[src/rtl/cpu_types_pkg.sv]
// Shared CPU types: machine word, front-end sequencer states and PC step.
package cpu_types_pkg;

    localparam int WORD_BITS = 32;

    typedef logic [WORD_BITS-1:0] word_t;

    // Front-end sequencing phases of the multicycle machine.
    typedef enum logic [1:0] {
        FETCH = 2'd0,
        EXEC  = 2'd1,
        MEM   = 2'd2,
        HALT  = 2'd3
    } fsm_state_t;

    // Sequential instruction stride in bytes.
    localparam word_t PC_STEP = 32'd4;

    // True when the decoded instruction needs a data-memory phase.
    function automatic logic needs_mem(input logic ren, input logic wen);
        return ren | wen;
    endfunction

endpackage

[src/rtl/fetch_sequencer_pc_reg.sv]
// Program counter with sequential increment and redirect mux.
// The PC only moves when an instruction retires (en high).
module pc_reg
    import cpu_types_pkg::*;
#(
    parameter logic [31:0] PC_INIT = 32'h0000_0000,
    parameter int          WORD_W  = 32
) (
    input  logic              CLK,
    input  logic              RST,
    input  logic              en,
    input  logic              redirect,
    input  logic [WORD_W-1:0] redirect_pc,
    output logic [WORD_W-1:0] pc,
    output logic [WORD_W-1:0] pc_plus4
);

    logic [WORD_W-1:0] pc_q;
    logic [WORD_W-1:0] pc_next;

    // Sequential successor wraps modulo 2^WORD_W; the link value reuses it.
    assign pc_plus4 = pc_q + WORD_W'(PC_STEP);

    // Target selection: redirect target is taken verbatim, low bits included.
    always_comb begin
        pc_next = pc_plus4;
        if (redirect) begin
            pc_next = redirect_pc;
        end
    end

    // PC register, loaded with the reset vector and advanced on retire.
    always_ff @(posedge CLK) begin
        if (RST) begin
            pc_q <= WORD_W'(PC_INIT);
        end else if (en) begin
            pc_q <= pc_next;
        end
    end

    assign pc = pc_q;

endmodule

[src/rtl/fetch_sequencer.sv]
// Multicycle front end: owns the PC, fetches and latches instructions for
// control_unit, sequences the data-memory phase and stops for good on halt.
module fetch_sequencer
    import cpu_types_pkg::*;
#(
    parameter logic [31:0] PC_INIT = 32'h0000_0000,
    parameter int          WORD_W  = 32
) (
    input  logic              CLK,
    input  logic              RST,
    input  logic              ihit,
    input  logic [WORD_W-1:0] iload,
    input  logic              dhit,
    input  logic              cu_dREN,
    input  logic              cu_dWEN,
    input  logic              cu_halt,
    input  logic              redirect,
    input  logic [WORD_W-1:0] redirect_pc,
    output logic              imemREN,
    output logic [WORD_W-1:0] imemaddr,
    output logic              dmemREN,
    output logic              dmemWEN,
    output logic [WORD_W-1:0] inst,
    output logic [WORD_W-1:0] pc,
    output logic [WORD_W-1:0] pc_plus4,
    output logic              commit,
    output logic              halted
);

    fsm_state_t        state;
    logic [WORD_W-1:0] inst_q;
    logic              halted_q;
    logic              exec_retire;
    logic              mem_retire;

    // A non-memory, non-halt instruction retires straight out of EXEC;
    // a load/store retires when its data hit returns.
    assign exec_retire = (state == EXEC) && !cu_halt && !needs_mem(cu_dREN, cu_dWEN);
    assign mem_retire  = (state == MEM) && dhit;

    // Memory requests and retire pulse, all forced low while reset is held
    // so that a hit coinciding with reset has no effect.
    always_comb begin
        imemREN = 1'b0;
        dmemREN = 1'b0;
        dmemWEN = 1'b0;
        commit  = 1'b0;
        if (!RST) begin
            case (state)
                FETCH: imemREN = 1'b1;
                MEM: begin
                    // An illegal read+write decode is treated as a write only.
                    dmemWEN = cu_dWEN;
                    dmemREN = cu_dREN & ~cu_dWEN;
                end
                default: begin
                    imemREN = 1'b0;
                end
            endcase
            commit = exec_retire | mem_retire;
        end
    end

    // Sequencer FSM plus instruction latch and sticky halt flag.
    // inst only moves on the fetch hit, keeping the decode stable in EXEC/MEM.
    always_ff @(posedge CLK) begin
        if (RST) begin
            state    <= FETCH;
            inst_q   <= '0;
            halted_q <= 1'b0;
        end else begin
            case (state)
                FETCH: begin
                    if (ihit) begin
                        inst_q <= iload;
                        state  <= EXEC;
                    end
                end
                EXEC: begin
                    if (cu_halt) begin
                        state    <= HALT;
                        halted_q <= 1'b1;
                    end else if (needs_mem(cu_dREN, cu_dWEN)) begin
                        state <= MEM;
                    end else begin
                        state <= FETCH;
                    end
                end
                MEM: begin
                    if (dhit) begin
                        state <= FETCH;
                    end
                end
                HALT: begin
                    state <= HALT;
                end
                default: begin
                    state <= FETCH;
                end
            endcase
        end
    end

    pc_reg #(
        .PC_INIT (PC_INIT),
        .WORD_W  (WORD_W)
    ) u_pc_reg (
        .CLK         (CLK),
        .RST         (RST),
        .en          (commit),
        .redirect    (redirect),
        .redirect_pc (redirect_pc),
        .pc          (pc),
        .pc_plus4    (pc_plus4)
    );

    assign imemaddr = pc;
    assign inst     = inst_q;
    assign halted   = halted_q;

endmodule

[config.mk]
export PLATFORM = sky130hd
export DESIGN_NAME = fetch_sequencer
export DESIGN_NICKNAME = d
export VERILOG_FILES = /design/src/rtl/cpu_types_pkg.sv /design/src/rtl/fetch_sequencer_pc_reg.sv /design/src/rtl/fetch_sequencer.sv
export SDC_FILE = /design/constraint.sdc
export NUM_CORES = 1
export LEC_CHECK = 0
export CAP_MARGIN = 15
export CORE_UTILIZATION = 40
export CTS_BUF_LIST = sky130_fd_sc_hd__clkbuf_16
export CTS_CLUSTER_DIAMETER = 120
export DETAILED_ROUTE_END_ITERATION = 10
export PLACE_DENSITY = 0.81
export SLEW_MARGIN = 20
export SYNTH_ARGS = -nofsm -noshare
export SYNTH_HDL_FRONTEND = slang
export SYNTH_SLANG_ARGS = --single-unit
[constraint.sdc]
create_clock -name CLK -period 6.5 [get_ports CLK]
set_input_delay 1.3 -clock CLK [delete_from_list [all_inputs] [get_ports CLK]]
set_output_delay 1.3 -clock CLK [all_outputs]
set_load 0.02 [all_outputs]
==> run metrics <==
Rel. slew slack 30.8%; RD Place Congestion 0.805; Core Area 9370 µm²; Final ANT Viol Nets 0; area grow syn2layout 53.0%; WL per Instance 16.0 µm; CTS Root Buffer Type clkbuf_16; final wirelength 12700 µm; Seq/Total Area, Yosys 34.2%; worst-case clock buffer depth 2; Netlist cell types 56; Data required, critical path 5.20 ns; mapped cell area 3920 µm²; synth top area cells dfxtp_1, nand2_1, a21oi_1; Antenna diodes 0; DR vias/cell 5.38; syn nets 589; max-cap viol count 0; Finish-stage setup viols 0; CP Capture Type primary output; drt initial violations 199; grt total ovfl 0; residual DRC count 0; Crit path arrival time 3.61 ns; # nets final 734; largest area contributor in the netlist dfxtp_1; maximum vdd drop 0.000140 V; setup TNS 0 ns; Hold Vio Cnt, Final 0; outcome finished, final reports clean; max-slew violations 0; CTS tree built; Post-CTS Setup Bufs 0; Die W 101 µm; top-area cell type share of the netlist area 34.2%; I/O pin count 205; Post-CTS Hold Buffers 0; Die ar. 10200 µm²; #FFs+latches synth 67; CTS resizes 0; Final Instance Count excl. Fillers 795; H-tree depth 3; number of global-route vias before repair 4123; crit-path most repeated cell clkdlybuf4s50_1; most common flop cell mapped by yosys dfxtp_1; Ys Warns 0; clock-pin slew on the worst setup and hold paths 0.06 ns; Tmin final 4.91 ns; synthesized instance count 516; RSZ-0062 raised after global routing false; CTS Buf Count 9; first-pass GRT wire length 20000 µm; classification of the worst setup path in -> out; P_leak 2.12 nW; CP delay by family, top buffers and inverters; Clock Sinks 67; Post-synth EDFFs 0; crit-path max FO 28; initial antenna violation count 0; PD cells 188 nW/µm²; fillers 844; Tcrit/Tclk final 75.5%; Initial Utilization 41.9%; FFs w/ async S/R, synth 0%; layout cells sized above 1 6.61%; final design utilization 64.1%; post-DP HPWL 9160 µm; crit path launch type primary input; crit-path cells clkdlybuf4s50_1 -> nor4_2 -> a21oi_2 -> buf_4 -> nor2_2 -> clkdlybuf4s50_1; chip height 101 µm; mean post-synth cell area 7.60 µm²; largest net degree at the start of global routing 67; vias 4280; I/O Buffers 204; DRT Pass-1 Iters 7; std cell rows 35; Clock Latency Late Sink 0.32 ns; placed insts 779; slowest CP cell clkdlybuf4s50_1; GRT Resource Usage Total 24.8%; critical path's largest stage delay 0.70 ns; Buf+Inv Stages, Crit Path 3; Fmax 204 MHz; Slew @ Worst Pin 1.04 ns; Clock Skews 0.00495 ns; min-delay worst type reg -> reg
## through the flow
stage	area (µm²)	setup WS (ns)	total power [W]	hold slack [ns]
4_1_cts	6000	1.60	0.00114	0.455
2_1_floorplan	3920	3.02	0.000579	0.535
3_5_place_dp	5730	1.60	0.000696	0.447
6_report	6000	1.59	0.00113	0.453
5_1_grt	6000	1.43	0.00118	0.473
3_3_place_gp	5720	1.64	0.000692	0.442
## cell families after synthesis
logic type                 Yosys count  share of synthesized area, %
AOI/OAI and AO/OA                  115                          18.4
xor gates and xnor gates            27                          6.03
adders and majority gates            1                         0.319
buffers and inverters               83                          11.6
DFF                                 67                          34.2
muxes                                4                          1.02
and+or+nand+nor                    219                          28.4
## worst paths after layout
kind                                                   start                      endpoint  slack (ns)  cells after the start
worst min-delay path                   inst[13]$_SDFFE_PP0P_         inst[13]$_SDFFE_PP0P_        0.45                      2
worst min register to register         inst[13]$_SDFFE_PP0P_         inst[13]$_SDFFE_PP0P_        0.45                      2
worst max-delay path                                 cu_dWEN                        commit        1.59                      6
worst max register to register  u_pc_reg.pc[11]$_SDFFE_PP0P_  u_pc_reg.pc[31]$_SDFFE_PP0P_        4.19                      5
## cell type report
type	instances	area, µm²	share of cell area [%]
timing repair buffer	208	2060	34.3
inverter	9	33.8	0.563
tap	129	161	2.69
multi-input combinational	366	2140	35.6
sequential	67	1340	22.3
clock inverter	7	45.0	0.750
clock buffer	9	225	3.75
## layout by cell type, fill, tap and decap left out, drive strengths merged, types with 2 or more instances in the layout
cell / count
clkdlybuf4s50: 202
nand2: 114
dfxtp: 67
a21oi: 53
nor2: 24
nand3: 23
xnor2: 15
nor3: 14
o21ai: 13
xor2: 12
nand4: 12
a31oi: 10
nor4: 10
inv: 9
clkbuf: 9
a22o: 7
clkinv: 6
buf: 6
o41ai: 5
a31o: 5
and3: 4
mux2i: 4
a32o: 4
o31ai: 4
and4: 3
a22oi: 3
or3: 3
or4: 2
a21o: 2
a211oi: 2
o22ai: 2
nand2b: 2
o211ai: 2
or2: 2
## where the power goes
part / switching, W / internal [W]
Sequential: 0.0000228 / 0.000432
Clock: 0.000185 / 0.000256
Combinational: 0.000117 / 0.000115
## metal layers
layer	track usage [%]	share of wire, %	vias to the layer above	wire [µm]
li1	-	-	2051	-
met5	0	0	-	0
met2	42.5	48	235	6160
met1	28.0	39	1974	4900
met3	8.04	11	20	1390
met4	11.1	2.2	0	276
## cell usage after synthesis, types with 3 or more instances
library cell	number
xnor2_1	15
xor2_1	12
a22o_1	7
nor4_1	3
a32o_1	4
nand2_1	114
and4_1	3
buf_2	14
nor4_2	6
o31ai_1	4
o41ai_1	5
mux2i_1	4
buf_1	3
a22oi_1	3
buf_4	34
and3_1	4
nand4_1	10
a21oi_1	52
nor3_1	11
clkbuf_1	23
inv_1	9
nor2_1	23
a31oi_1	10
o21ai_0	11
nand3_1	22
dfxtp_1	67
a31o_1	4
nor3_2	3
## tightest hold or removal path: stages (launching register included)
cell and delay [ns]:
dfxtp_1 0.31, nand2_1 0.05, a21oi_1 0.05
Note: power is estimated with default switching activity, not from simulation.
